<file path="src/rtl/fifo_pkg.sv">
// Shared FIFO definitions: default geometry, pointer width and Gray/binary conversion helpers.
// Latency: none (package only; functions are pure combinational).
// Backpressure: not applicable.
package fifo_pkg;

   localparam int ADDR_BITS_DFLT  = 3;
   localparam int FIFO_DEPTH_DFLT = 1 << ADDR_BITS_DFLT;
   // Pointers carry one extra MSB beyond the address so full and empty can be told apart.
   localparam int PTR_BITS_DFLT   = ADDR_BITS_DFLT + 1;

   // The helpers work on a fixed wide vector; callers zero-extend in and truncate out,
   // which is exact for both conversions because the unused upper bits stay zero.
   localparam int PTR_MAX_W = 32;
   typedef logic [PTR_MAX_W-1:0] ptr_max_t;

   function automatic ptr_max_t bin2gray(input ptr_max_t b);
      return b ^ (b >> 1);
   endfunction

   function automatic ptr_max_t gray2bin(input ptr_max_t g);
      ptr_max_t b;
      b[PTR_MAX_W-1] = g[PTR_MAX_W-1];
      for (int i = PTR_MAX_W - 2; i >= 0; i--) begin
         b[i] = b[i+1] ^ g[i];
      end
      return b;
   endfunction

endpackage

</file>
<file path="src/rtl/bus_sync.sv">
// Multi-flop synchronizer for a Gray-coded bus crossing into the local clock domain.
// Latency: STAGES clock edges from a stable input to q_o.
// Backpressure: none; free-running, captures every edge.
module bus_sync #(
   parameter int WIDTH  = 4,
   parameter int STAGES = 2
) (
   input  logic             clk_i,
   input  logic             rst_i,
   input  logic [WIDTH-1:0] d_i,
   output logic [WIDTH-1:0] q_o
);

   // Stage 0 is the first (metastability-exposed) flop; stage STAGES-1 feeds the output.
   logic [STAGES-1:0][WIDTH-1:0] sync_q;
   logic [STAGES-1:0][WIDTH-1:0] sync_d;

   // Shift the captured bus one stage deeper each edge.
   always_comb begin
      sync_d = {sync_q[STAGES-2:0], d_i};
   end

   // Synchronizer flops, cleared asynchronously so both domains restart from pointer 0.
   always_ff @(posedge clk_i or posedge rst_i) begin
      if (rst_i) begin
         sync_q <= '0;
      end else begin
         sync_q <= sync_d;
      end
   end

   assign q_o = sync_q[STAGES-1];

endmodule

</file>
<file path="src/rtl/fifo_read_ctrl.sv">
// Read-side controller of the async FIFO: read pointer, write-pointer sync, empty/almost-empty/level.
// Latency: pop effects visible after the accepting edge; writes visible SYNC_STAGES edges after arrival.
// Backpressure: RINC is ignored while R_EMPTY=1; one pop per cycle otherwise.
module fifo_read_ctrl
   import fifo_pkg::*;
#(
   parameter int ADDRESS_BITS    = ADDR_BITS_DFLT,
   parameter int FIFO_DEPTH      = FIFO_DEPTH_DFLT,
   parameter int SYNC_STAGES     = 2,
   parameter int ALMOST_EMPTY_TH = 1
) (
   input  logic                    R_CLK,
   input  logic                    R_RST,
   input  logic                    RINC,
   input  logic [ADDRESS_BITS:0]   WQ_PTR_GRAY,
   output logic [ADDRESS_BITS-1:0] R_ADDRESS,
   output logic [ADDRESS_BITS:0]   RQ_PTR_GRAY,
   output logic                    R_EMPTY,
   output logic                    R_ALMOST_EMPTY,
   output logic [ADDRESS_BITS:0]   R_LEVEL,
   output logic                    R_POP
);

   localparam int PW = ADDRESS_BITS + 1;
   localparam logic [PW-1:0] AE_TH = PW'(ALMOST_EMPTY_TH);

   // Elaboration-time guards on the geometry this block relies on.
   if (FIFO_DEPTH != (1 << ADDRESS_BITS)) begin : g_bad_depth
      $error("fifo_read_ctrl: FIFO_DEPTH must equal 2**ADDRESS_BITS");
   end
   if (SYNC_STAGES < 2) begin : g_bad_sync
      $error("fifo_read_ctrl: SYNC_STAGES must be at least 2");
   end

   logic [PW-1:0] rbin_q,  rbin_d;
   logic [PW-1:0] rgray_q, rgray_d;
   logic [PW-1:0] level_q, level_d;
   logic          empty_q, empty_d;
   logic          aempty_q, aempty_d;

   logic [PW-1:0] wq_sync_gray;
   logic [PW-1:0] wq_sync_bin;

   // Only the Gray write pointer crosses; it is converted to binary after synchronization.
   bus_sync #(
      .WIDTH  (PW),
      .STAGES (SYNC_STAGES)
   ) u_wptr_sync (
      .clk_i (R_CLK),
      .rst_i (R_RST),
      .d_i   (WQ_PTR_GRAY),
      .q_o   (wq_sync_gray)
   );

   assign wq_sync_bin = PW'(gray2bin(PTR_MAX_W'(wq_sync_gray)));

   // A pop is accepted only against the registered empty flag, so no over-read is possible.
   assign R_POP = RINC & ~empty_q;

   // Next pointer and status, all computed against the post-pop pointer so the flags
   // update on the same edge that consumes an entry.
   always_comb begin
      rbin_d   = rbin_q + PW'(R_POP);
      rgray_d  = PW'(bin2gray(PTR_MAX_W'(rbin_d)));
      level_d  = wq_sync_bin - rbin_d;
      empty_d  = (rgray_d == wq_sync_gray);
      aempty_d = (level_d <= AE_TH);
   end

   // Pointer and status registers; reset leaves the FIFO empty with both pointers at 0.
   always_ff @(posedge R_CLK or posedge R_RST) begin
      if (R_RST) begin
         rbin_q   <= '0;
         rgray_q  <= '0;
         level_q  <= '0;
         empty_q  <= 1'b1;
         aempty_q <= 1'b1;
      end else begin
         rbin_q   <= rbin_d;
         rgray_q  <= rgray_d;
         level_q  <= level_d;
         empty_q  <= empty_d;
         aempty_q <= aempty_d;
      end
   end

   // Memory address comes straight from the binary pointer register.
   assign R_ADDRESS      = rbin_q[ADDRESS_BITS-1:0];
   assign RQ_PTR_GRAY    = rgray_q;
   assign R_LEVEL        = level_q;
   assign R_EMPTY        = empty_q;
   assign R_ALMOST_EMPTY = aempty_q;

endmodule

</file>
<file path="config.mk">
export PLATFORM = sky130hd
export DESIGN_NAME = fifo_read_ctrl
export DESIGN_NICKNAME = d
export VERILOG_FILES = /design/src/rtl/fifo_pkg.sv /design/src/rtl/bus_sync.sv /design/src/rtl/fifo_read_ctrl.sv
export SDC_FILE = /design/constraint.sdc
export NUM_CORES = 1
export LEC_CHECK = 0
export ABC_AREA = 1
export CAP_MARGIN = 15
export CORE_MARGIN = 5
export CORE_UTILIZATION = 46
export CTS_BUF_LIST = sky130_fd_sc_hd__clkbuf_4
export DETAILED_ROUTE_END_ITERATION = 7
export PLACE_DENSITY = 0.74
export SLEW_MARGIN = 15
export SYNTH_ARGS = -nofsm -noshare
export SYNTH_HDL_FRONTEND = slang
export SYNTH_SLANG_ARGS = --single-unit
export TNS_END_PERCENT = 100
</file>
<file path="constraint.sdc">
create_clock -name R_CLK -period 4.54 [get_ports R_CLK]
set_input_delay 0.908 -clock R_CLK [delete_from_list [all_inputs] [get_ports R_CLK]]
set_output_delay 0.908 -clock R_CLK [all_outputs]
set_load 0.05 [all_outputs]
</file>
==> impl_metrics.tcl, run 1 <==
set metrics [dict create \
    status "finished, final reports clean" \
    grtUsageTotal 0.124 \
    postLayoutCellArea_sq_mm 0.00119 \
    clkTransAtPathRegs_ps 100 \
    antenna_found_initial 0 \
    period_minus_slack_ps 3250 \
    synthArstFlopShare 1.00 \
    ys.flop_type "dfrtp_1" \
    synth.most_common_cell "dfrtp_1" \
    path_cells "clkdlybuf4s50_1, inv_1, nor2_1, clkdlybuf4s50_1" \
    clockBufferDepth 2 \
    synth-simple-area-share 0.214 \
    ys_ff_latch 21 \
    relSlewSlack 0.514 \
    synth_edf_count 0 \
    ys.warnings.count 0 \
    synthMuxAreaShare 0 \
    root_buffer "clkbuf_4" \
    wirelength_um 1430 \
    cpMostUsedCell "clkdlybuf4s50_1" \
    critPathSlowestCell "clkdlybuf4s50_1" \
    cts_sinks 21 \
    overflow 0 \
    netlist_instances 86 \
    synthAdderAreaFrac 0.0674 \
    hold_viol_final 0 \
    drtAntennaViolNets 0 \
    tightest_slew_ps 729 \
    clk_latency_ps 300 \
    io_pins 21 \
    num_vias 613 \
    placed_cell_area_sq_mm 0.00116 \
    drtPass1Iterations 4 \
    routedWlPerCell_um 10.4 \
    rsz0062_at_grt "false" \
    drv_slew 0 \
    diodes 0 \
    hp-class "reg -> reg" \
    grt_pass1_vias 660 \
    cts_buffers 3 \
    place_congestion 0.751 \
    nets 123 \
    grt_pass1_wl_um 2540 \
    synth.top_cells.by_count "19 x dfrtp_1, 14 x nand2_1, 12 x inv_1" \
    hpwlAfterDp_um 1180 \
    maxCapViolCount 0 \
    pre_cts_slack_ps 1290 \
    critPathKind "in -> out" \
    fin_cells 137 \
    synth_cell_types 17 \
    timing.final.ws_setup_ps 1290 \
    cts_tree "yes" \
    synth_top_family_by_area "simple AND/OR/NAND/NOR gates" \
    hp-start "u_wptr_sync.sync_d[7]" \
    drt_iter0_drc 3 \
    die_area_sq_mm 0.00302 \
    synth-seq-area-share 0.569 \
    start_util 0.478 \
    setup-tns-final_ps 0 \
    crit_path_end_kind "output pin" \
    r2r_start "R_EMPTY" \
    area_delta_synth_final_pct 28.4 \
    crit_required_ps 3630 \
    synth_xor_area_frac 0.0889 \
    ctsResizeCount 0 \
    avgSynthCellArea_sq_um 10.8 \
    cp_max_fo 2 \
    synth.area.top_cells "dfrtp_1 51%, ha_1 6.7%, dfstp_2 5.7%" \
    drc 0 \
    die_w_um 54.9 \
    synth.net_count 98 \
    hold_buffers 0 \
    place_inst 133 \
    postCtsSetupBuffers 0 \
    yosysTopAreaCell "dfrtp_1" \
    final.fill_count 183 \
    arrival_ps 2340 \
    synth_compound_area_frac 0 \
    synth_top_area_frac 0.512 \
    fin_crit_sh 0.715 \
    maxClockFrequency_mhz 308 \
    htreeDepth 1 \
    setup_viol 0 \
    synth_area_sq_um 928 \
    core_sq_mm 0.00194 \
    fp.dieH_um 54.9 \
    vias_per_cell 4.47 \
    io_buffers 20 \
    layout-drive-gt1-share 0.191 \
    start_kind "input pin" \
    grt_max_degree 22 \
    finClkSkew_ps 3.13 \
    cp_top_family "buffers and inverters" \
    crit_buf_inv 3 \
    cp-startpoint "RINC" \
    rows 16 \
    slowest_delay_ps 820 \
]
sequential cells by signal (all words and copies together), names as in the netlist:
register,flops
u_wptr_sync.q_o,4
R_EMPTY,1
u_wptr_sync.sync_d,4
R_ALMOST_EMPTY,1
R_LEVEL,4
rbin_q,4
RQ_PTR_GRAY,3
kinds of logic after synthesis:
group	after synthesis
xor gates and xnor gates	7
adders and majority gates	5
buffers and inverters	15
DFF	21
and+or+nand+nor	38
cell type report:
type	count	area, sq um	share of cell area
Timing Repair Buffer	20	200	0.168
Inverter	15	56.3	0.0472
Sequential cell	21	528	0.443
Multi-Input combinational cell	50	344	0.289
Clock buffer	4	30.0	0.0252
Tap cell	27	33.8	0.0283
through the flow:
stage | hold WS [ps] | utilization
6_report | 358 | 0.614
5_1_grt | 369 | 0.614
4_1_cts | 363 | 0.614
3_5_place_dp | 337 | 0.599
3_3_place_gp | 332 | 0.599
2_1_floorplan | 331 | -
cells in the final DEF, fill, tap and decap left out, types with 2 or more instances in the layout:
cell,count
nand2_2,6
inv_1,12
clkdlybuf4s50_1,20
nand2_1,14
dfstp_2,2
clkbuf_4,4
nand3_2,3
inv_2,3
nor2_1,6
xor2_1,4
dfrtp_1,19
nand3_1,6
ha_1,5
final timing paths:
kind / end / slack, ps / cells after the start
min in group asynchronous: R_LEVEL[1] / 1020 / 2
setup reg to reg: R_ALMOST_EMPTY / 2210 / 14
hold / removal: u_wptr_sync.q_o[3] / 360 / 0
hold reg to reg: u_wptr_sync.q_o[3] / 360 / 0
setup / recovery: R_POP / 1290 / 4
max in group asynchronous: RQ_PTR_GRAY[1] / 3060 / 2
layer usage:
| metal | routed length [um] | global-route usage | vias up |
|---|---|---|---|
| met2 | 737 | 0.220 | 19 |
| met3 | 105 | 0.0349 | 5 |
| met1 | 545 | 0.128 | 282 |
| met5 | 0 | 0 | - |
| met4 | 40 | 0.0729 | 0 |
| li1 | - | - | 307 |
Power of run 1 is left out: the tool's default activity adds up to more than one toggle a clock period on the data nets, which glitch-free logic cannot reach.
==> run 2, diff against run 1 <==
clock period = 3.3 ns   (was 4.54 ns; I/O delays follow)
==> impl_metrics.tcl, run 2 (synthesis gave the netlist of run 1 again) <==
set metrics [dict create \
    vias_per_cell 4.42 \
    met2_wirelength_um 705 \
    postCtsSetupBuffers 0 \
    rr_worst_depth 14 \
    status "finished, final reports clean" \
    grt_max_degree 22 \
    io_pins 21 \
    hold_ws_ps 359 \
    start_util 0.478 \
    nets 123 \
    hold_depth 0 \
    drt_iter0_drc 3 \
    maxCapViolCount 0 \
    hold_buffers 0 \
    hpwlAfterDp_um 1170 \
    hp-start "u_wptr_sync.sync_d[6]" \
    cts_tree "yes" \
    cp_max_fo 2 \
    r2r_start "R_EMPTY" \
    start_kind "input pin" \
    clk_latency_ps 300 \
    area_delta_synth_final_pct 28.4 \
    setup-tns-final_ps 0 \
    arrival_ps 2110 \
    wirelength_um 1460 \
    setup_viol 0 \
    min_to "u_wptr_sync.q_o[2]" \
    diodes 0 \
    timing.final.ws_setup_ps 529 \
    tightest_slew_ps 748 \
    overflow 0 \
    grt_pass1_vias 614 \
    wl_met3_um 108 \
    cts_buffers 3 \
    die_area_sq_mm 0.00302 \
    crit_required_ps 2640 \
    root_buffer "clkbuf_4" \
    drv_slew 0 \
    maxClockFrequency_mhz 361 \
    fp.dieH_um 54.9 \
    period_minus_slack_ps 2770 \
    placed_cell_area_sq_mm 0.00116 \
    fin_crit_sh 0.840 \
    r2r-end "R_ALMOST_EMPTY" \
    critPathKind "in -> out" \
    routedWlPerCell_um 10.7 \
    place_congestion 0.723 \
    ctsResizeCount 0 \
    pre_cts_slack_ps 338 \
    r2r_slack_ps 970 \
    grtUsageTotal 0.122 \
    cts_sinks 21 \
    clockBufferDepth 2 \
    htreeDepth 1 \
    die_w_um 54.9 \
    drc 0 \
    rsz0062_at_grt "false" \
    clkTransAtPathRegs_ps 100 \
    finClkSkew_ps 10.4 \
    hold_viol_final 0 \
    wl_met1_um 637 \
    io_buffers 20 \
    hp-class "reg -> reg" \
    antenna_found_initial 0 \
    layout_commonest_cell "clkdlybuf4s50_1" \
    topRoutingLayerUsed "met4" \
    postLayoutCellArea_sq_mm 0.00119 \
    num_vias 606 \
    final_cell_mix "20 x clkdlybuf4s50_1, 19 x dfrtp_1, 14 x nand2_1" \
    rows 16 \
    layout-drive-gt1-share 0.191 \
    relSlewSlack 0.501 \
    core_sq_mm 0.00194 \
    grt_pass1_wl_um 2560 \
    drtAntennaViolNets 0 \
    drtPass1Iterations 4 \
    crit_path_end_kind "output pin" \
]
## run 2: cell counts in the layout (fill, tap and decap cells not counted)
No cell type changed its count.
## run 2: layer usage
metal,vias to the layer above,track usage
met4,0,0.0486
met1,279,0.137
met5,-,0
met3,2,0.0349
li1,307,-
met2,18,0.215
## run 2: worst max-delay path, cell delays in order
cell and delay (ps):
clkdlybuf4s50_1 450, inv_1 40, nor2_1 130, clkdlybuf4s50_1 830
## run 2: final cells by class
type                    count  area, sq um
clock buffers               4         30.0
fillers                   178          749
multi-input cells          50          344
inverters                  15         56.3
flip-flops and latches     21          528
well taps                  27         33.8
repair buffers             20          200
## run 2: stage by stage
step,std cells,util
6_report,137,0.614
5_1_grt,137,0.614
4_1_cts,137,0.614
3_5_place_dp,133,0.599
3_3_place_gp,133,0.599
2_1_floorplan,86,-
## run 2: worst max-delay path by stage
stage | from | end | slack (ps) | depth (start not counted)
2_1_floorplan | RINC | R_ALMOST_EMPTY | 290 | 15
3_3_place_gp | RINC | R_ALMOST_EMPTY | 430 | 16
3_5_place_dp | RINC | R_ALMOST_EMPTY | 340 | 16
4_1_cts | RINC | R_POP | 510 | 4
5_1_grt | RINC | R_POP | 480 | 4
6_report | RINC | R_POP | 530 | 4
Power of run 2 is left out for the same reason.
